## config.mk

```make
export PLATFORM = sky130hd
export DESIGN_NAME = sfifo_wr_if_top
export DESIGN_NICKNAME = d
export VERILOG_FILES = /design/src/rtl/sfifo_wr_if_top.sv
export SDC_FILE = /design/constraint.sdc
export NUM_CORES = 1
export LEC_CHECK = 0
export BUFFER_PORTS_ARGS = -buffer_cell sky130_fd_sc_hd__buf_2
export CAP_MARGIN = 5
export CORE_MARGIN = 4
export CORE_UTILIZATION = 50
export DETAILED_ROUTE_END_ITERATION = 16
export PLACE_DENSITY = 0.85
export SLEW_MARGIN = 20
export SYNTH_ARGS = -nofsm -noshare
export SYNTH_HDL_FRONTEND = slang
export SYNTH_SLANG_ARGS = --single-unit
export TNS_END_PERCENT = 20
```

## constraint.sdc

```tcl
create_clock -name wb_clk_i -period 4.6 [get_ports wb_clk_i]
set_clock_uncertainty 0.05 [all_clocks]
set_input_delay 0.92 -clock wb_clk_i [delete_from_list [all_inputs] [get_ports wb_clk_i]]
set_output_delay 0.92 -clock wb_clk_i [all_outputs]
set_load 0.01 [all_outputs]
```

## src/rtl/sfifo_wr_if_top.sv

```systemverilog
// sfifo_wr_if_top: Wishbone slave that turns host writes into pushes on a
// synchronous FIFO. This is the host-to-motion/IO command path that carries
// SYNC_JNT, SYNC_DOUT and SYNC_DI command words.
//
// Register map (adr[4:2]):
//   0 DATA16 (W)  push dat[15:0]
//   1 DATA32 (W)  push dat[15:0], then dat[31:16]
//   2 CTRL   (RW) read {29'd0, abort, busy, full}; write bit2=1 clears abort
//   3 CNT    (RW) push counter when SFIFO_WR_CNT_EN is defined, else reads 0
//   4-7           read 0, writes acked and ignored
//
// Optional feature macro: SFIFO_WR_CNT_EN builds the 32-bit push counter.
//
// Pushes are never issued on back-to-back cycles, so sfifo_full_i is always
// re-sampled after a push before the next push is decided. The two halves of
// a DATA32 write are always pushed as a pair, even if the master abandons the
// cycle in between; that case is flagged through the sticky abort bit.
module sfifo_wr_if_top #(
    parameter int WB_LAW   = 5,
    parameter int WB_DW    = 32,
    parameter int SFIFO_DW = 16
) (
    input  logic                wb_clk_i,
    input  logic                wb_rst_i,
    input  logic                wb_cyc_i,
    input  logic                wb_stb_i,
    input  logic                wb_we_i,
    input  logic [3:0]          wb_sel_i,
    input  logic [WB_LAW-1:0]   wb_adr_i,
    input  logic [WB_DW-1:0]    wb_dat_i,
    output logic [WB_DW-1:0]    wb_dat_o,
    output logic                wb_ack_o,
    output logic                sfifo_wr_o,
    output logic [SFIFO_DW-1:0] sfifo_do,
    input  logic                sfifo_full_i
);

    localparam logic [2:0] OFF_DATA16 = 3'd0;
    localparam logic [2:0] OFF_DATA32 = 3'd1;
    localparam logic [2:0] OFF_CTRL   = 3'd2;
    localparam logic [2:0] OFF_CNT    = 3'd3;

    typedef enum logic [1:0] {
        ST_IDLE = 2'd0,
        ST_GAP  = 2'd1,
        ST_HI   = 2'd2
    } state_t;

    state_t              state_q, state_d;
    logic                ack_q, ack_d;
    logic [WB_DW-1:0]    dat_q, dat_d;
    logic                wr_q, wr_d;
    logic [SFIFO_DW-1:0] do_q, do_d;
    logic [SFIFO_DW-1:0] hi_q, hi_d;
    logic                abort_q, abort_d;
    logic                abort_set;
    logic                abort_clr;
    logic                req;
    logic                busy;
    logic [2:0]          off;
    logic                is_data;
    logic [WB_DW-1:0]    rd_data;
`ifdef SFIFO_WR_CNT_EN
    logic                cnt_clr;
    logic [31:0]         cnt_q, cnt_d;
`endif

    // Byte selects and the byte-offset address bits play no part: every
    // access is treated as a full-word access.
    logic unused_inputs;
    assign unused_inputs = &{1'b0, wb_sel_i, wb_adr_i[1:0]};

    // A new request is only seen when the previous one is not being acked,
    // so every ack cycle doubles as a dead cycle on the bus.
    assign req     = wb_cyc_i & wb_stb_i & ~ack_q;
    assign busy    = (state_q != ST_IDLE);
    assign off     = wb_adr_i[4:2];
    assign is_data = (off == OFF_DATA16) || (off == OFF_DATA32);

`ifdef SFIFO_WR_CNT_EN
    // Push counter: a clear in the same cycle as a push still counts that push.
    always_comb begin
        cnt_d = (cnt_clr ? 32'd0 : cnt_q) + {31'd0, wr_q};
    end

    // Push counter register.
    always_ff @(posedge wb_clk_i or posedge wb_rst_i) begin
        if (wb_rst_i) begin
            cnt_q <= 32'd0;
        end else begin
            cnt_q <= cnt_d;
        end
    end
`endif

    // Read data mux; DATA16/DATA32 and the unused offsets read back as zero.
    always_comb begin
        rd_data = '0;
        case (off)
            OFF_CTRL: begin
                rd_data[2] = abort_q;
                rd_data[1] = busy;
                rd_data[0] = sfifo_full_i;
            end
`ifdef SFIFO_WR_CNT_EN
            OFF_CNT: rd_data = WB_DW'(cnt_q);
`endif
            default: rd_data = '0;
        endcase
    end

    // Transfer FSM: decides pushes, acks, read data and abort set/clear.
    always_comb begin
        state_d   = state_q;
        ack_d     = 1'b0;
        dat_d     = dat_q;
        wr_d      = 1'b0;
        do_d      = do_q;
        hi_d      = hi_q;
        abort_set = 1'b0;
        abort_clr = 1'b0;
`ifdef SFIFO_WR_CNT_EN
        cnt_clr   = 1'b0;
`endif
        case (state_q)
            ST_IDLE: begin
                if (req) begin
                    if (!wb_we_i) begin
                        ack_d = 1'b1;
                        dat_d = rd_data;
                    end else if (is_data) begin
                        // Stall (no ack) while full; the wr_q term keeps a
                        // gap after a push that completed an aborted pair.
                        if (!sfifo_full_i && !wr_q) begin
                            wr_d = 1'b1;
                            do_d = wb_dat_i[SFIFO_DW-1:0];
                            if (off == OFF_DATA32) begin
                                hi_d    = wb_dat_i[WB_DW-1:SFIFO_DW];
                                state_d = ST_GAP;
                            end else begin
                                ack_d = 1'b1;
                            end
                        end
                    end else begin
                        ack_d = 1'b1;
                        if ((off == OFF_CTRL) && wb_dat_i[2]) begin
                            abort_clr = 1'b1;
                        end
`ifdef SFIFO_WR_CNT_EN
                        if (off == OFF_CNT) begin
                            cnt_clr = 1'b1;
                        end
`endif
                    end
                end
            end
            ST_GAP: begin
                // Low half is on the FIFO port this cycle; full is re-sampled
                // in HI once it has been accounted for.
                state_d = ST_HI;
            end
            ST_HI: begin
                if (!sfifo_full_i) begin
                    wr_d    = 1'b1;
                    do_d    = hi_q;
                    state_d = ST_IDLE;
                    if (wb_cyc_i && wb_stb_i) begin
                        ack_d = 1'b1;
                    end else begin
                        abort_set = 1'b1;
                    end
                end
            end
            default: begin
                state_d = ST_IDLE;
            end
        endcase
    end

    // Sticky abort flag; a set in the same cycle as a clear wins.
    always_comb begin
        abort_d = abort_set | (abort_q & ~abort_clr);
    end

    // State and output registers.
    always_ff @(posedge wb_clk_i or posedge wb_rst_i) begin
        if (wb_rst_i) begin
            state_q <= ST_IDLE;
            ack_q   <= 1'b0;
            dat_q   <= '0;
            wr_q    <= 1'b0;
            do_q    <= '0;
            hi_q    <= '0;
            abort_q <= 1'b0;
        end else begin
            state_q <= state_d;
            ack_q   <= ack_d;
            dat_q   <= dat_d;
            wr_q    <= wr_d;
            do_q    <= do_d;
            hi_q    <= hi_d;
            abort_q <= abort_d;
        end
    end

    assign wb_ack_o   = ack_q;
    assign wb_dat_o   = dat_q;
    assign sfifo_wr_o = wr_q;
    assign sfifo_do   = do_q;

endmodule

```

Word level (Yosys, flattened, before mapping):

Index checks and enable logic that the tools add are counted.

* input bits: 47
* flip-flop bits (word level): 40
* logic and storage cells: 74
* output and inout port bits: 50

* reductions and logical operators: 14
* bitwise operators: 7
* equality and inequality tests: 10
* muxes and demuxes: 36

Operator list (count)
* two-way mux 16 bit: 5
* one-hot mux 16 bit (2 select lines): 1
* two-way mux 1 bit: 20
* AND reduction 6 bit: 3
* two-way mux 2 bit: 6
* != test 2 bit (second input constant): 6
* one-hot mux 2 bit (3 select lines): 1
* one-hot mux 1 bit (2 select lines): 2
* nonzero test 2 bit: 2
* AND 1 bit: 3
* equality test 3 x 1 -> 1 bit (second input constant): 1
* equality test 3 x 2 -> 1 bit (second input constant): 1
* logical AND 1 bit: 3
* logical NOT 3 bit: 1
* two-way mux 3 bit: 1
* inverter 1 bit: 3
* AND reduction 3 bit: 1
* equality test 2 x 1 -> 1 bit (second input constant): 1
* equality test 2 bit (second input constant): 1
* logical NOT 1 bit: 2
* logical NOT 2 bit: 1
* logical OR 1 bit: 1
* OR 1 bit: 1

Depth between registers and ports, before layout:

Gate-level depths: netlist of the first run.

* depth after elaboration: 10
* gate-level depth with buffers: 6
* gate-level depth less buffers: 4

Worst setup path after synthesis of the first run:

No wires, ideal clock.

* path type: input -> register
* from: in wb_adr_i[3]
* to: reg do_q[0], in the netlist sfifo_do[0]
* arrival: 1984 ps
* data required time: 4474 ps
* path buffers: 2
* cell stages on the path: 6
* library setup time: 76 ps
* slack: 2489 ps
* path through: nor3b_4 -> a41oi_2 -> or2_1 -> buf_6 -> buf_8 -> o21ai_1

* cells in the longest elaborated chain, start to end: 4
* elaborated cells between the ends (all ways): 5
* classes of those cells: eq/ne (2); reduce/logical (3)

Ends and longest elaborated chain
* from (decl): line 29 `input logic [WB_LAW-1:0] wb_adr_i,`
* equality test 3 x 1 -> 1 bit or logical NOT 3 bit (tied branches): line 78 `assign is_data = (off == OFF_DATA16) || (off == OFF_DATA32);`
* logical OR 1 bit (*): line 78
* != test 2 bit (no source line) (*)
* AND reduction 6 bit (no source line) (*)
* to (signal assigned): line 200 `do_q <= do_d;`
* to (decl): line 53 `logic [SFIFO_DW-1:0] do_q, do_d;`

Mark *: on every way between the ends. The rest lies on a longest branch, timed or not.
A chain may end at the register's enable or synchronous reset.

Worst setup path after layout of the first run:

* from: in wb_we_i
* to: reg do_q[2], in the netlist sfifo_do[2]

* cells in the longest elaborated chain, start to end: 2

Ends and longest elaborated chain
* from (decl): line 27 `input logic wb_we_i,`
* != test 2 bit (no source line)
* AND reduction 6 bit (no source line)

Every way passes these cells.

==> results.sh, run 1 <==
export IMPL_yosys_area_top_type_share=0.4884
export IMPL_synth_ff_type="dfrtp_1"
export IMPL_yosysTopAreaCell="dfrtp_1"
export IMPL_max_freq_ghz=0.4031
export IMPL_finalSetupViolCount=0
export IMPL_rsz0062_at_grt="no"
export IMPL_synthTopCellsByArea="dfrtp_1 49%, buf_4 11%, mux2i_1 8.8%, mux2_4 6.6%, o21ai_0 5.9%"
export IMPL_async_reset_ff_frac=1.000
export IMPL_track_usage=0.1542
export IMPL_antenna_found_initial=0
export IMPL_vias=1406
export IMPL_synthCells=174
export IMPL_p_leak_nw=1.363
export IMPL_die_x_um=72.02
export IMPL_report_final_slew_viol_count=0
export IMPL_instances_no_fill=285
export IMPL_worst_ep_required_time_ps=4700
export IMPL_die_area_mm2=0.005187
export IMPL_setup_tns_ps=0
export IMPL_cts_root_buffer="clkbuf_8"
export IMPL_worst_slack_ps=2119
export IMPL_detail_route_antenna_nets=0
export IMPL_slew_headroom=0.2651
export IMPL_ir_drop_mv=0.2478
export IMPL_slowest_delay_ps=610
export IMPL_place_inst=277
export IMPL_diodes=0
export IMPL_cp_end_kind="flop"
export IMPL_synth_seq_area_share=0.4884
export IMPL_utilization=0.5955
export IMPL_fin_nets=281
export IMPL_outcome="finished, final reports clean"
export IMPL_cap_violations=0
export IMPL_synth_edf_count=0
export IMPL_row_count=23
export IMPL_criticalPathCategory="input pin to flop"
export IMPL_cts_buffers=5
export IMPL_core_area_mm2=0.003971
export IMPL_netlist_top_cells_count="40 x dfrtp_1, 29 x buf_4, 24 x o21ai_0, 18 x mux2i_1"
export IMPL_path_cells="buf_2 -> nor3b_4 -> a41oi_2 -> or2_1 -> o21ai_0"
export IMPL_cp_start_kind="input pin"
export IMPL_worst_hold_slack_ps=453.5
export IMPL_cts_repair_resized=0
export IMPL_min_period_ps=2481
export IMPL_numPortBuffers=61
export IMPL_drc=0
export IMPL_fin_crit_sh=0.5393
export IMPL_initialDrtViolationCount=20
export IMPL_wl_per_cell_um=13.70
export IMPL_syn_to_final_growth_pct=15.38
export IMPL_avgSynthCellArea_um2=11.78
export IMPL_hold_path_class="flop to flop"
export IMPL_pwr_share_comb=0.198
export IMPL_grt_pass1_wl_um=6251
export IMPL_hpwl_um=2843
export IMPL_overflow=0
export IMPL_gp_congestion=0.7173
export IMPL_hold_violations=0
export IMPL_cts_sinks=40
export IMPL_worst_path_max_fanout=17
export IMPL_ys_ff_latch=40
export IMPL_postCtsSetupBuffers=0
export IMPL_grt_pass1_vias=1391
export IMPL_die_h_um=72.02
export IMPL_crit_start="wb_we_i"
export IMPL_cts_max_level=2
export IMPL_yosys_warnings=0
export IMPL_cts_hold_buf=0
export IMPL_r2r_start="wb_ack_o"
export IMPL_dr_pass1_iters=4
export IMPL_arrival_ps=2580
export IMPL_avgViaCountPerCell=4.933
export IMPL_switching_share=0.2726
export IMPL_io_pins=97
export IMPL_start_util=0.5161
export IMPL_path_clk_slew_ps=80
export IMPL_seq_power_share=0.490
export IMPL_clk_latency_ps=290
export IMPL_p_int_uw=654.8
export IMPL_cpMaxStageDelayCell="a41oi_2"
export IMPL_wirelength_um=3905
export IMPL_grt_max_degree=41
export IMPL_clkPwrFrac=0.312
export IMPL_p_switching_uw=245.4
export IMPL_cts_tree="done"
export IMPL_power_density_mw_per_mm2=380.7
export IMPL_clockBufferDepth=2
export IMPL_dp_slack_ps=1808
export IMPL_yosysMostFrequentCell="dfrtp_1"
export IMPL_synth_cell_types=29
export IMPL_final_layout_size_suffix_gt1_frac=0.3872
export IMPL_worst_pin_slew_ps=1102
export IMPL_syn_area_mm2=0.002049
export IMPL_hold_path_startpoint="wb_dat_o[1]"
## sequential cells by signal (all words and copies together), names as in the netlist
name and flops:
hi_q 16, sfifo_do 16, wb_dat_o 3, state_q 2, abort_q 1, sfifo_wr_o 1
wb_ack_o 1
## logic make-up (layout without fill, tap and decap cells)
family	after synthesis	in the layout	synth area share
mux	34	34	0.1923
compound gates	37	37	0.09951
buf+inv	43	76	0.1459
other cells	1	29	0.001830
simple gates	19	19	0.07204
flops	40	40	0.4884
## area by class of cell
cell class | instances | area (um2)
timing repair buffer | 62 | 312.8
sequential | 40 | 1001
clock buffer | 5 | 68.82
multi-input combinational | 119 | 854.6
clock inverter | 3 | 42.54
tap | 50 | 62.56
fill | 333 | 1607
inverter | 6 | 22.52
## worst max-delay path, delay by kind of cell
family                 cells  cell delay, ps
AOI/OAI and AO/OA          2             790
and+or+nand+nor            2             740
buffers and inverters      1             110
## path summary, 6_finish.rpt
path                               endpoint  slack (ps)  cells after the start
max in group asynchronous        state_q[1]        3470                      3
min in group asynchronous       wb_dat_o[1]         680                      3
worst min register to register  wb_dat_o[1]         450                      1
worst max-delay path            sfifo_do[2]        2120                      5
worst min-delay path            wb_dat_o[1]         450                      1
worst max register to register  sfifo_do[2]        2490                      4
## metal layers
layer | part of all wire | global-route usage | vias up
met5 | 0 | 0 | -
met4 | 0.011 | 0.05010 | 0
met3 | 0.085 | 0.04155 | 5
met2 | 0.50 | 0.2714 | 59
met1 | 0.40 | 0.1826 | 684
li1 | - | - | 658
## through the flow
stage	power, mW	area, um2
finish	0.9002	2365
CTS	0.9109	2365
floorplan	0.5656	2155
global placement	0.6200	2253
detailed placement	0.6286	2253
global route	0.9514	2365
## layout by cell type (no fill, tap or decap), drive strengths merged, types with 2 or more instances in the layout
cell    Yosys  final
buf        34     62
dfrtp      40     40
o21ai      33     33
conb        1     29
mux2i      18     18
mux2       16     16
inv         6      6
clkbuf      3      5
nor2        4      4
nand2       3      3
or2         2      2
nand2b      2      2
nor3b       2      2
nand4       2      2
## power groups by stage
stage,clock network (mW),logic (mW),registers [mW]
after floorplan,0,0.102,0.464
after global placement,0,0.174,0.446
after detailed placement,0,0.181,0.448
after CTS,0.289,0.181,0.441
after global routing,0.304,0.199,0.448
final,0.281,0.178,0.441
(Power assumes the default switching activity.)
==> run 2: changes to the inputs <==
- CORE_UTILIZATION: 50 -> 42
- PLACE_DENSITY: 0.85 -> 0.76
- clock period: 4.6 -> 2.1 ns (I/O delays scaled with it)
==> run 2 against run 1 <==
Against the previous run: critical path depth is 1 lower; power is 100% higher; register-to-register slack worse by 2100 ps.
==> results.sh, run 2 (synthesis results as in run 1) <==
export IMPL_outcome="finished, final reports clean"
export IMPL_fin_crit_sh=0.8233
export IMPL_clk_latency_ps=280
export IMPL_final_cell_mix="61 x buf_2, 40 x dfrtp_1, 29 x conb_1, 24 x o21ai_0, 18 x mux2i_1"
export IMPL_dr_pass1_iters=4
export IMPL_cts_hold_buf=0
export IMPL_cts_root_buffer="clkbuf_8"
export IMPL_diodes=0
export IMPL_wirelength_um=4000
export IMPL_grt_max_degree=23
export IMPL_start_util=0.4339
export IMPL_cts_sinks=40
export IMPL_worst_path_max_fanout=17
export IMPL_die_area_mm2=0.006061
export IMPL_row_count=25
export IMPL_finalSetupViolCount=0
export IMPL_grt_pass1_wl_um=6686
export IMPL_setup_tns_ps=0
export IMPL_initialDrtViolationCount=33
export IMPL_overflow=0
export IMPL_worst_ep_required_time_ps=2210
export IMPL_postCtsSetupBuffers=0
export IMPL_worst_pin_slew_ps=770.0
export IMPL_die_x_um=77.86
export IMPL_cp_end_kind="flop"
export IMPL_detail_route_antenna_nets=0
export IMPL_final_common_cell="buf_2"
export IMPL_rr_worst_depth=4
export IMPL_cts_tree="done"
export IMPL_hold_path_class="input pin to asynchronous set/reset pin"
export IMPL_power_density_mw_per_mm2=761.5
export IMPL_arrival_ps=1840
export IMPL_fin_nets=286
export IMPL_multi_input_area_um2=854.6
export IMPL_r2r_end="hi_q[4]"
export IMPL_hpwl_um=3067
export IMPL_track_usage=0.1404
export IMPL_ir_drop_mv=0.4821
export IMPL_utilization=0.5060
export IMPL_antenna_found_initial=0
export IMPL_numPortBuffers=61
export IMPL_min_period_ps=1729
export IMPL_nFillCells=427
export IMPL_rrSetupSlack_ps=370
export IMPL_max_freq_ghz=0.5784
export IMPL_path_clk_slew_ps=70
export IMPL_cts_max_level=2
export IMPL_final_layout_size_suffix_gt1_frac=0.3933
export IMPL_report_final_slew_viol_count=0
export IMPL_r2r_start="state_q[1]"
export IMPL_cts_repair_resized=0
export IMPL_criticalPathCategory="flop to flop"
export IMPL_rsz0062_at_grt="no"
export IMPL_gp_congestion=0.7308
export IMPL_register_area_mm2=0.001001
export IMPL_slew_headroom=0.4835
export IMPL_avgViaCountPerCell=4.631
export IMPL_die_h_um=77.86
export IMPL_vias=1417
export IMPL_cts_buffers=5
export IMPL_cap_violations=0
export IMPL_cp_start_kind="flop"
export IMPL_wl_per_cell_um=13.07
export IMPL_drc=0
export IMPL_hold_violations=0
export IMPL_p_leak_nw=1.367
export IMPL_grt_pass1_vias=1439
export IMPL_io_pins=97
export IMPL_clockBufferDepth=2
export IMPL_core_area_mm2=0.004723
export IMPL_syn_to_final_growth_pct=16.61
run 2: changes by cell type in the layout (fill, tap and decap cells not counted):
cell | previous run | this run
inv_1 | 6 | 5
clkbuf_1 | 0 | 1
clkinv_1 | 0 | 1
clkinvlp_4 | 1 | 0
buf_4 | 1 | 6
bufinv_16 | 1 | 0
run 2: metrics by stage:
stage                     total power [mW]  setup slack (ps)  hold WS [ps]  cell area [um2]  instances
after detailed placement             1.384             228.0         432.5             2312        299
final                                1.820             371.0         123.1             2390        306
after global routing                 1.946             277.8         165.4             2390        306
after CTS                            1.856             352.1         136.2             2390        306
after global placement               1.365             278.0         434.3             2312        299
after floorplan                      1.239             453.8         422.8             2155        202
run 2: worst max path at each step:
stage | start | to | slack, ps | cells after the start
floorplan | state_q[1] | hi_q[0] | 450 | 4
global placement | wb_adr_i[3] | sfifo_do[4] | 280 | 5
detailed placement | wb_adr_i[3] | sfifo_do[4] | 230 | 5
CTS | state_q[1] | hi_q[4] | 350 | 4
global route | wb_ack_o | sfifo_do[3] | 280 | 4
finish | state_q[1] | hi_q[4] | 370 | 4
run 2: area by class of cell:
cell class | instances | area share
flip-flops and latches | 40 | 0.4188
multi-input cells | 119 | 0.3576
repair buffers | 67 | 0.1466
well taps | 67 | 0.03508
clock buffers | 6 | 0.03037
inverters | 6 | 0.009424
clock inverters | 1 | 0.002094
run 2: power by group:
| part | total, mW | internal [mW] | switching (mW) |
|---|---|---|---|
| logic | 0.394 | 0.185 | 0.209 |
| clock network | 0.460 | 0.226 | 0.234 |
| registers | 0.967 | 0.901 | 0.0654 |
run 2: critical path, cell delays in order, from the launching register on:
cell	delay, ps
dfrtp_1	470
nor4_4	410
nand4_4	120
buf_4	250
mux2_4	320
run 2: layer usage:
layer	GRT usage	routed length, um	vias up	part of all wire
met2	0.2432	1989	67	0.50
met3	0.04176	351	5	0.088
met1	0.1637	1622	678	0.41
li1	-	-	667	-
met5	0	0	-	0
met4	0.04982	37	0	0.0093
